File: src/rtl/vga_timing_pkg.sv
// Shared VGA raster defaults and helpers for the frame-buffer display and capture paths.
package vga_timing_pkg;

   localparam int unsigned H_ACTIVE_DEF = 640;
   localparam int unsigned H_FP_DEF     = 16;
   localparam int unsigned H_SYNC_DEF   = 96;
   localparam int unsigned H_BP_DEF     = 48;
   localparam int unsigned V_ACTIVE_DEF = 480;
   localparam int unsigned V_FP_DEF     = 10;
   localparam int unsigned V_SYNC_DEF   = 2;
   localparam int unsigned V_BP_DEF     = 33;

   localparam int unsigned H_TOTAL = H_ACTIVE_DEF + H_FP_DEF + H_SYNC_DEF + H_BP_DEF;
   localparam int unsigned V_TOTAL = V_ACTIVE_DEF + V_FP_DEF + V_SYNC_DEF + V_BP_DEF;

   localparam int unsigned PIXEL_BITS = 8;
   typedef logic [PIXEL_BITS-1:0] pixel_t;

   // Bits needed to hold the values 0..n-1 (at least one bit).
   function automatic int unsigned cnt_width(input int unsigned n);
      int unsigned w;
      w = 1;
      while ((32'd1 << w) < n) w = w + 1;
      return w;
   endfunction

endpackage

File: src/rtl/vga_timing_gen.sv
// Free-running VGA raster counters with sync and visible-area decode.
module vga_timing_gen
   import vga_timing_pkg::*;
#(
   parameter int unsigned H_ACTIVE = H_ACTIVE_DEF,
   parameter int unsigned H_FP     = H_FP_DEF,
   parameter int unsigned H_SYNC   = H_SYNC_DEF,
   parameter int unsigned H_BP     = H_BP_DEF,
   parameter int unsigned V_ACTIVE = V_ACTIVE_DEF,
   parameter int unsigned V_FP     = V_FP_DEF,
   parameter int unsigned V_SYNC   = V_SYNC_DEF,
   parameter int unsigned V_BP     = V_BP_DEF,
   parameter int unsigned HW       = cnt_width(H_ACTIVE + H_FP + H_SYNC + H_BP),
   parameter int unsigned VW       = cnt_width(V_ACTIVE + V_FP + V_SYNC + V_BP)
) (
   input  logic          clk_i,
   input  logic          rst_n,
   output logic [HW-1:0] h_cnt_o,
   output logic [VW-1:0] v_cnt_o,
   output logic          hsync_o,
   output logic          vsync_o,
   output logic          visible_o,
   output logic          line_end_o,
   output logic          frame_end_o
);

   localparam logic [HW-1:0] HLast    = HW'(H_ACTIVE + H_FP + H_SYNC + H_BP - 1);
   localparam logic [HW-1:0] HAct     = HW'(H_ACTIVE);
   localparam logic [HW-1:0] HSyncBeg = HW'(H_ACTIVE + H_FP);
   localparam logic [HW-1:0] HSyncEnd = HW'(H_ACTIVE + H_FP + H_SYNC);
   localparam logic [VW-1:0] VLast    = VW'(V_ACTIVE + V_FP + V_SYNC + V_BP - 1);
   localparam logic [VW-1:0] VAct     = VW'(V_ACTIVE);
   localparam logic [VW-1:0] VSyncBeg = VW'(V_ACTIVE + V_FP);
   localparam logic [VW-1:0] VSyncEnd = VW'(V_ACTIVE + V_FP + V_SYNC);

   logic [HW-1:0] h_q, h_d;
   logic [VW-1:0] v_q, v_d;
   logic          line_end, frame_end;

   assign line_end  = (h_q == HLast);
   assign frame_end = line_end && (v_q == VLast);

   always_comb begin
      h_d = h_q + HW'(1);
      v_d = v_q;
      if (line_end) begin
         h_d = '0;
         v_d = frame_end ? '0 : v_q + VW'(1);
      end
   end

   always_ff @(posedge clk_i or negedge rst_n) begin
      if (!rst_n) begin
         h_q <= '0;
         v_q <= '0;
      end else begin
         h_q <= h_d;
         v_q <= v_d;
      end
   end

   assign h_cnt_o     = h_q;
   assign v_cnt_o     = v_q;
   assign hsync_o     = !((h_q >= HSyncBeg) && (h_q < HSyncEnd));
   assign vsync_o     = !((v_q >= VSyncBeg) && (v_q < VSyncEnd));
   assign visible_o   = (h_q < HAct) && (v_q < VAct);
   assign line_end_o  = line_end;
   assign frame_end_o = frame_end;

endmodule

File: src/rtl/vga_frame_reader.sv
// Reads the camera frame RAM in raster order, upscaling by SCALE, and drives VGA outputs
// through a two-stage pipeline that keeps sync, enable and pixel data aligned.
module vga_frame_reader
   import vga_timing_pkg::*;
#(
   parameter int unsigned H_ACTIVE  = H_ACTIVE_DEF,
   parameter int unsigned H_FP      = H_FP_DEF,
   parameter int unsigned H_SYNC    = H_SYNC_DEF,
   parameter int unsigned H_BP      = H_BP_DEF,
   parameter int unsigned V_ACTIVE  = V_ACTIVE_DEF,
   parameter int unsigned V_FP      = V_FP_DEF,
   parameter int unsigned V_SYNC    = V_SYNC_DEF,
   parameter int unsigned V_BP      = V_BP_DEF,
   parameter int unsigned HSIZE     = 160,
   parameter int unsigned VSIZE     = 120,
   parameter int unsigned SCALE     = 4,
   parameter int unsigned ADDR_BITS = 15,
   parameter int unsigned DATA_BITS = PIXEL_BITS,
   parameter logic [DATA_BITS-1:0] BORDER = '0
) (
   input  logic                 pclk_i,
   input  logic                 rst_n,
   output logic                 rd_en_o,
   output logic [ADDR_BITS-1:0] rd_addr_o,
   input  logic [DATA_BITS-1:0] rd_data_i,
   output logic                 hsync_o,
   output logic                 vsync_o,
   output logic                 de_o,
   output logic [DATA_BITS-1:0] pixel_o,
   output logic                 frame_start_o
);

   localparam int unsigned HW = cnt_width(H_ACTIVE + H_FP + H_SYNC + H_BP);
   localparam int unsigned VW = cnt_width(V_ACTIVE + V_FP + V_SYNC + V_BP);
   localparam int unsigned SW = cnt_width(SCALE);

   localparam logic [HW-1:0]        ImgW     = HW'(HSIZE * SCALE);
   localparam logic [VW-1:0]        ImgH     = VW'(VSIZE * SCALE);
   localparam logic [VW-1:0]        ImgHLast = VW'(VSIZE * SCALE - 1);
   localparam logic [SW-1:0]        SubLast  = SW'(SCALE - 1);
   localparam logic [ADDR_BITS-1:0] LineStep = ADDR_BITS'(HSIZE);

   logic [HW-1:0] h_cnt;
   logic [VW-1:0] v_cnt;
   logic          hsync, vsync, visible, line_end, frame_end, img;

   vga_timing_gen #(
      .H_ACTIVE (H_ACTIVE),
      .H_FP     (H_FP),
      .H_SYNC   (H_SYNC),
      .H_BP     (H_BP),
      .V_ACTIVE (V_ACTIVE),
      .V_FP     (V_FP),
      .V_SYNC   (V_SYNC),
      .V_BP     (V_BP),
      .HW       (HW),
      .VW       (VW)
   ) u_timing (
      .clk_i       (pclk_i),
      .rst_n       (rst_n),
      .h_cnt_o     (h_cnt),
      .v_cnt_o     (v_cnt),
      .hsync_o     (hsync),
      .vsync_o     (vsync),
      .visible_o   (visible),
      .line_end_o  (line_end),
      .frame_end_o (frame_end)
   );

   assign img = (h_cnt < ImgW) && (v_cnt < ImgH) && visible;

   logic [SW-1:0]        x_sub_q, x_sub_d, y_sub_q, y_sub_d;
   logic [ADDR_BITS-1:0] col_q, col_d, base_q, base_d, hold_q;

   // Incremental address walk; line_base only advances between stored lines.
   always_comb begin
      x_sub_d = x_sub_q;
      col_d   = col_q;
      y_sub_d = y_sub_q;
      base_d  = base_q;
      if (line_end) begin
         x_sub_d = '0;
         col_d   = '0;
         if (frame_end) begin
            y_sub_d = '0;
            base_d  = '0;
         end else if (v_cnt < ImgH) begin
            if (y_sub_q == SubLast) begin
               y_sub_d = '0;
               if (v_cnt != ImgHLast) base_d = base_q + LineStep;
            end else begin
               y_sub_d = y_sub_q + SW'(1);
            end
         end
      end else if (img) begin
         if (x_sub_q == SubLast) begin
            x_sub_d = '0;
            col_d   = col_q + ADDR_BITS'(1);
         end else begin
            x_sub_d = x_sub_q + SW'(1);
         end
      end
   end

   // Counters sit at (0,0) during reset, so the read strobe is held off by rst_n itself.
   assign rd_en_o   = img & rst_n;
   assign rd_addr_o = img ? (base_q + col_q) : hold_q;

   logic                 s1_img_q, s1_vis_q, s1_hs_q, s1_vs_q, s1_fs_q;
   logic                 de_q, hs_q, vs_q, fs_q;
   logic [DATA_BITS-1:0] pix_q, pix_d;

   always_comb begin
      pix_d = '0;
      if (s1_img_q)      pix_d = rd_data_i;
      else if (s1_vis_q) pix_d = BORDER;
   end

   always_ff @(posedge pclk_i or negedge rst_n) begin
      if (!rst_n) begin
         x_sub_q  <= '0;
         y_sub_q  <= '0;
         col_q    <= '0;
         base_q   <= '0;
         hold_q   <= '0;
         s1_img_q <= 1'b0;
         s1_vis_q <= 1'b0;
         s1_hs_q  <= 1'b1;
         s1_vs_q  <= 1'b1;
         s1_fs_q  <= 1'b0;
         pix_q    <= '0;
         de_q     <= 1'b0;
         hs_q     <= 1'b1;
         vs_q     <= 1'b1;
         fs_q     <= 1'b0;
      end else begin
         x_sub_q  <= x_sub_d;
         y_sub_q  <= y_sub_d;
         col_q    <= col_d;
         base_q   <= base_d;
         hold_q   <= rd_addr_o;
         s1_img_q <= img;
         s1_vis_q <= visible;
         s1_hs_q  <= hsync;
         s1_vs_q  <= vsync;
         s1_fs_q  <= (h_cnt == '0) && (v_cnt == '0);
         pix_q    <= pix_d;
         de_q     <= s1_vis_q;
         hs_q     <= s1_hs_q;
         vs_q     <= s1_vs_q;
         fs_q     <= s1_fs_q;
      end
   end

   assign pixel_o       = pix_q;
   assign de_o          = de_q;
   assign hsync_o       = hs_q;
   assign vsync_o       = vs_q;
   assign frame_start_o = fs_q;

endmodule
File: config.mk
export PLATFORM = sky130hd
export DESIGN_NAME = vga_frame_reader
export DESIGN_NICKNAME = d
export VERILOG_FILES = /design/src/rtl/vga_timing_pkg.sv /design/src/rtl/vga_timing_gen.sv /design/src/rtl/vga_frame_reader.sv
export SDC_FILE = /design/constraint.sdc
export NUM_CORES = 1
export LEC_CHECK = 0
export ABC_CLOCK_PERIOD_IN_PS = 2550
export CAP_MARGIN = 20
export CORE_MARGIN = 3
export CORE_UTILIZATION = 35
export CTS_CLUSTER_SIZE = 16
export DETAILED_ROUTE_END_ITERATION = 7
export GPL_ROUTABILITY_DRIVEN = 0
export GPL_TIMING_DRIVEN = 0
export SLEW_MARGIN = 10
export SYNTH_ARGS = -nofsm -noshare
export SYNTH_HDL_FRONTEND = slang
export SYNTH_SLANG_ARGS = --single-unit
File: constraint.sdc
create_clock -name pclk_i -period 2.55 [get_ports pclk_i]
set_clock_uncertainty 0.05 [all_clocks]
set_input_delay 0.51 -clock pclk_i [delete_from_list [all_inputs] [get_ports pclk_i]]
set_output_delay 0.51 -clock pclk_i [all_outputs]
set_load 0.005 [all_outputs]
==> impl_metrics.ini <==
[run_status]
status = finished with violations
failed_checks = setup timing

[detailed_routing]
viasPerCell = 5.177
vias = 3308
drc = 0
drt_wl_total_mm = 9.465
wl_per_cell_microns = 14.81
first_pass_iters = 4
final_antenna_net_count = 0
drt_iter0_drc = 213

[clock_tree]
tritoncts = done
clkSinkCount = 80
ctsHoldBuffers = 0
cts_buffers = 9
root_buffer = clkbuf_16
htreeDepth = 3
clock_latency_ps = 340
cts.clk_slew.worst_paths_ps = 60
cts_buffer_depth = 2

[power]
combPwrFrac = 0.026
pwr-share-clk = 0.474
irDropWorstVdd_mv = 0.3391
p_switching_uw = 580.4
power_density_nw_per_um2 = 472.8
p_leak_nw = 2.363
switching_share = 0.2270
seq_power_share = 0.500
internal_power_mw = 1.977

[logic_synthesis]
avgSynthCellArea_sq_um = 9.781
synth_fa_ha_area_frac = 0.05602
yosysSeqAreaShare = 0.4992
async_flop_share = 1.000
syn_nets = 439
synth_top_cell_by_area = dfrtp_1
synth_top_area_share = 0.4731
yosysWarnings = 0
synth-edff-count = 0
yosys-top-cells-area = dfrtp_1, nand2_1, ha_1
synth-simple-area-share = 0.2319
synth-compound-area-share = 0.1173
syn_area_sq_um = 4020
synth_top_family_by_area = simple AND/OR/NAND/NOR gates
synth_ff_type = dfrtp_1
synthCells = 411
synth_cell_types = 52
synth_seq_cells = 80
synth_xor_area_frac = 0.06754
synthMuxAreaShare = 0.002490

[sta]
final.setup.tns_ps = -720.4
period_share = 1.100
hold_violations = 0
max-slew-margin-rel = 0.6074
slew_viol_final = 0
fmax_ghz = 0.3565
setup_slack_ps = -254.9
hold_ws_ps = 35.23
finalSetupViolations = 6
finalCriticalPeriod_ps = 2805
worstMarginPinSlew_ps = 584.1
rsz0062_at_grt = yes

[die]
dieArea_sq_um = 12810
fp.dieW_microns = 113.2
core_sq_um = 11030
fp-row-count = 38
die_height_microns = 113.2
io_pins = 38
start_util = 0.3645

[flow_run]
cap_violations = 0

[worst_hold_path]
hp-class = in -> async

[grt]
grt-ovfl-total = 0
grt_pass1_vias = 3276
antenna_found_initial = 0
grt_pass1_wl_mm = 15.98
grt_max_degree = 56
grt_use_total = 0.1540

[layout]
syn_to_final_growth_pct = 34.52
drive_gt1_frac = 0.2485
fin_nets = 522
num_antenna_cells = 0

[setup_path]
path_max_fanout = 4
ff2ff_path_depth = 14
required_ps = 1990
regToRegEndpoint = hold_q[13]
worstSetupEndpointType = output pin
worstSetupPathType = reg -> out
startpoint = base_q[6]
start_kind = register
crit-reg2reg-launch = base_q[6]
rrSetupSlack_ps = 0
arrival_ps = 2240
crit_path_end = rd_addr_o[12]

[place]
portBuffers = 37
hpwlAfterDp_mm = 6.380
place_ws_ps = -990.6
==> cells in the mapped netlist, drive strengths merged (3+ instances only) <==
cell type / count
nand3: 22
nand4: 9
nor4: 6
xor2: 18
nand2b: 4
nand2: 67
and3: 8
inv: 10
dfstp: 4
nor3: 7
xnor2: 13
or3: 4
a211oi: 3
or4: 6
o21ai: 32
a21oi: 17
and2: 12
dfrtp: 76
ha: 18
clkbuf: 12
nor2: 28
o31ai: 6
==> registers in the layout, summed over array words and instances, names as in the netlist <==
register / flops
frame_start_o: 1
s1_hs_q: 1
y_sub_q: 2
hsync_o: 1
base_q: 10
s1_vis_q: 1
vsync_o: 1
pixel_o: 8
s1_vs_q: 1
hold_q: 15
x_sub_q: 2
u_timing.h_cnt_o: 10
s1_fs_q: 1
u_timing.v_cnt_o: 10
col_q: 15
de_o: 1
==> cell usage in the layout, fill, tap and decap left out, types with 5 or more instances in the layout <==
cell and count:
nand2_1 65, dfrtp_1 61, buf_4 36, nor2_1 28, nand3_1 22, clkdlybuf4s50_1 21, o21ai_1 19, xor2_1 18
a21oi_1 15, dfrtp_2 15, xnor2_1 13, and2_1 12, clkbuf_16 10, inv_1 9, o21ai_0 9, nand4_1 9
ha_1 9, buf_2 8, ha_4 8, and3_1 7, dlygate4sd2_1 7, nor3_1 6, or4_1 5
==> worst max-delay path, cell delays in order (launching register included) <==
cell      delay, ps
dfrtp_2         430
ha_4            250
a211oi_4        200
o21bai_4        180
a211oi_2        110
o31a_1          320
o31ai_2         250
buf_2           160
==> per-layer routing <==
metal  vias up  GRT usage  part of all wire
li1       1626          -                 -
met1      1612     0.2060              0.45
met2        61     0.2532              0.50
met3         9    0.03102             0.034
met4         0    0.04567             0.011
met5         -          0                 0
==> timing repair <==
action / 4_1_cts / 5_1_grt
setup endpoints to repair: 33 / 26
hold endpoints to repair: 0 / 0
gates resized for setup: 101 / 17
buffers inserted: 34 / 7
pin swaps: 19 / 16
==> how the worst min path moves through the flow <==
stage / from / to / cells after the start
2_1_floorplan: rst_n / base_q[10] / 0
3_3_place_gp: s1_fs_q / frame_start_o / 0
3_5_place_dp: s1_fs_q / frame_start_o / 0
4_1_cts: rst_n / frame_start_o / 1
5_1_grt: rst_n / frame_start_o / 1
6_report: rst_n / u_timing.v_cnt_o[5] / 1
==> logic make-up (layout without fill, tap and decap cells) <==
kind of cell,count (synthesis),count (layout)
other,1,1
AND/OR/NAND/NOR,179,179
XOR/XNOR,31,31
adder cells (fa/ha/maj),18,18
buffers and inverters,24,112
AO/OA/AOI/OAI,77,77
flip-flops,80,80
multiplexers,1,1
==> metrics by stage <==
step	power [mW]	instances	util	area, sq um
floorplan	1.309	411	-	4020
global placement	1.366	588	0.4139	4566
detailed placement	1.371	589	0.4162	4591
CTS	2.592	633	0.4811	5306
global route	2.661	639	0.4902	5408
finish	2.557	639	0.4902	5408
==> cell type report <==
cell class / instances / area (sq um)
Inverter: 10 / 45.04
Clock inverter: 7 / 55.05
Clock buffer: 9 / 225.2
Timing Repair Buffer: 75 / 639.4
Tap cell: 140 / 175.2
Sequential cell: 80 / 2026
Buffer: 11 / 93.84
Multi-Input combinational cell: 307 / 2148
Fill cell: 1007 / 5623
==> power by group through the flow <==
stage               clock network (mW)  logic [mW]  registers [mW]
floorplan                            0     0.00635            1.30
global placement                     0      0.0636            1.30
detailed placement                   0      0.0693            1.30
CTS                               1.24      0.0692            1.28
global route                      1.31      0.0744            1.28
finish                            1.21      0.0659            1.28
(Power assumes the default switching activity.)
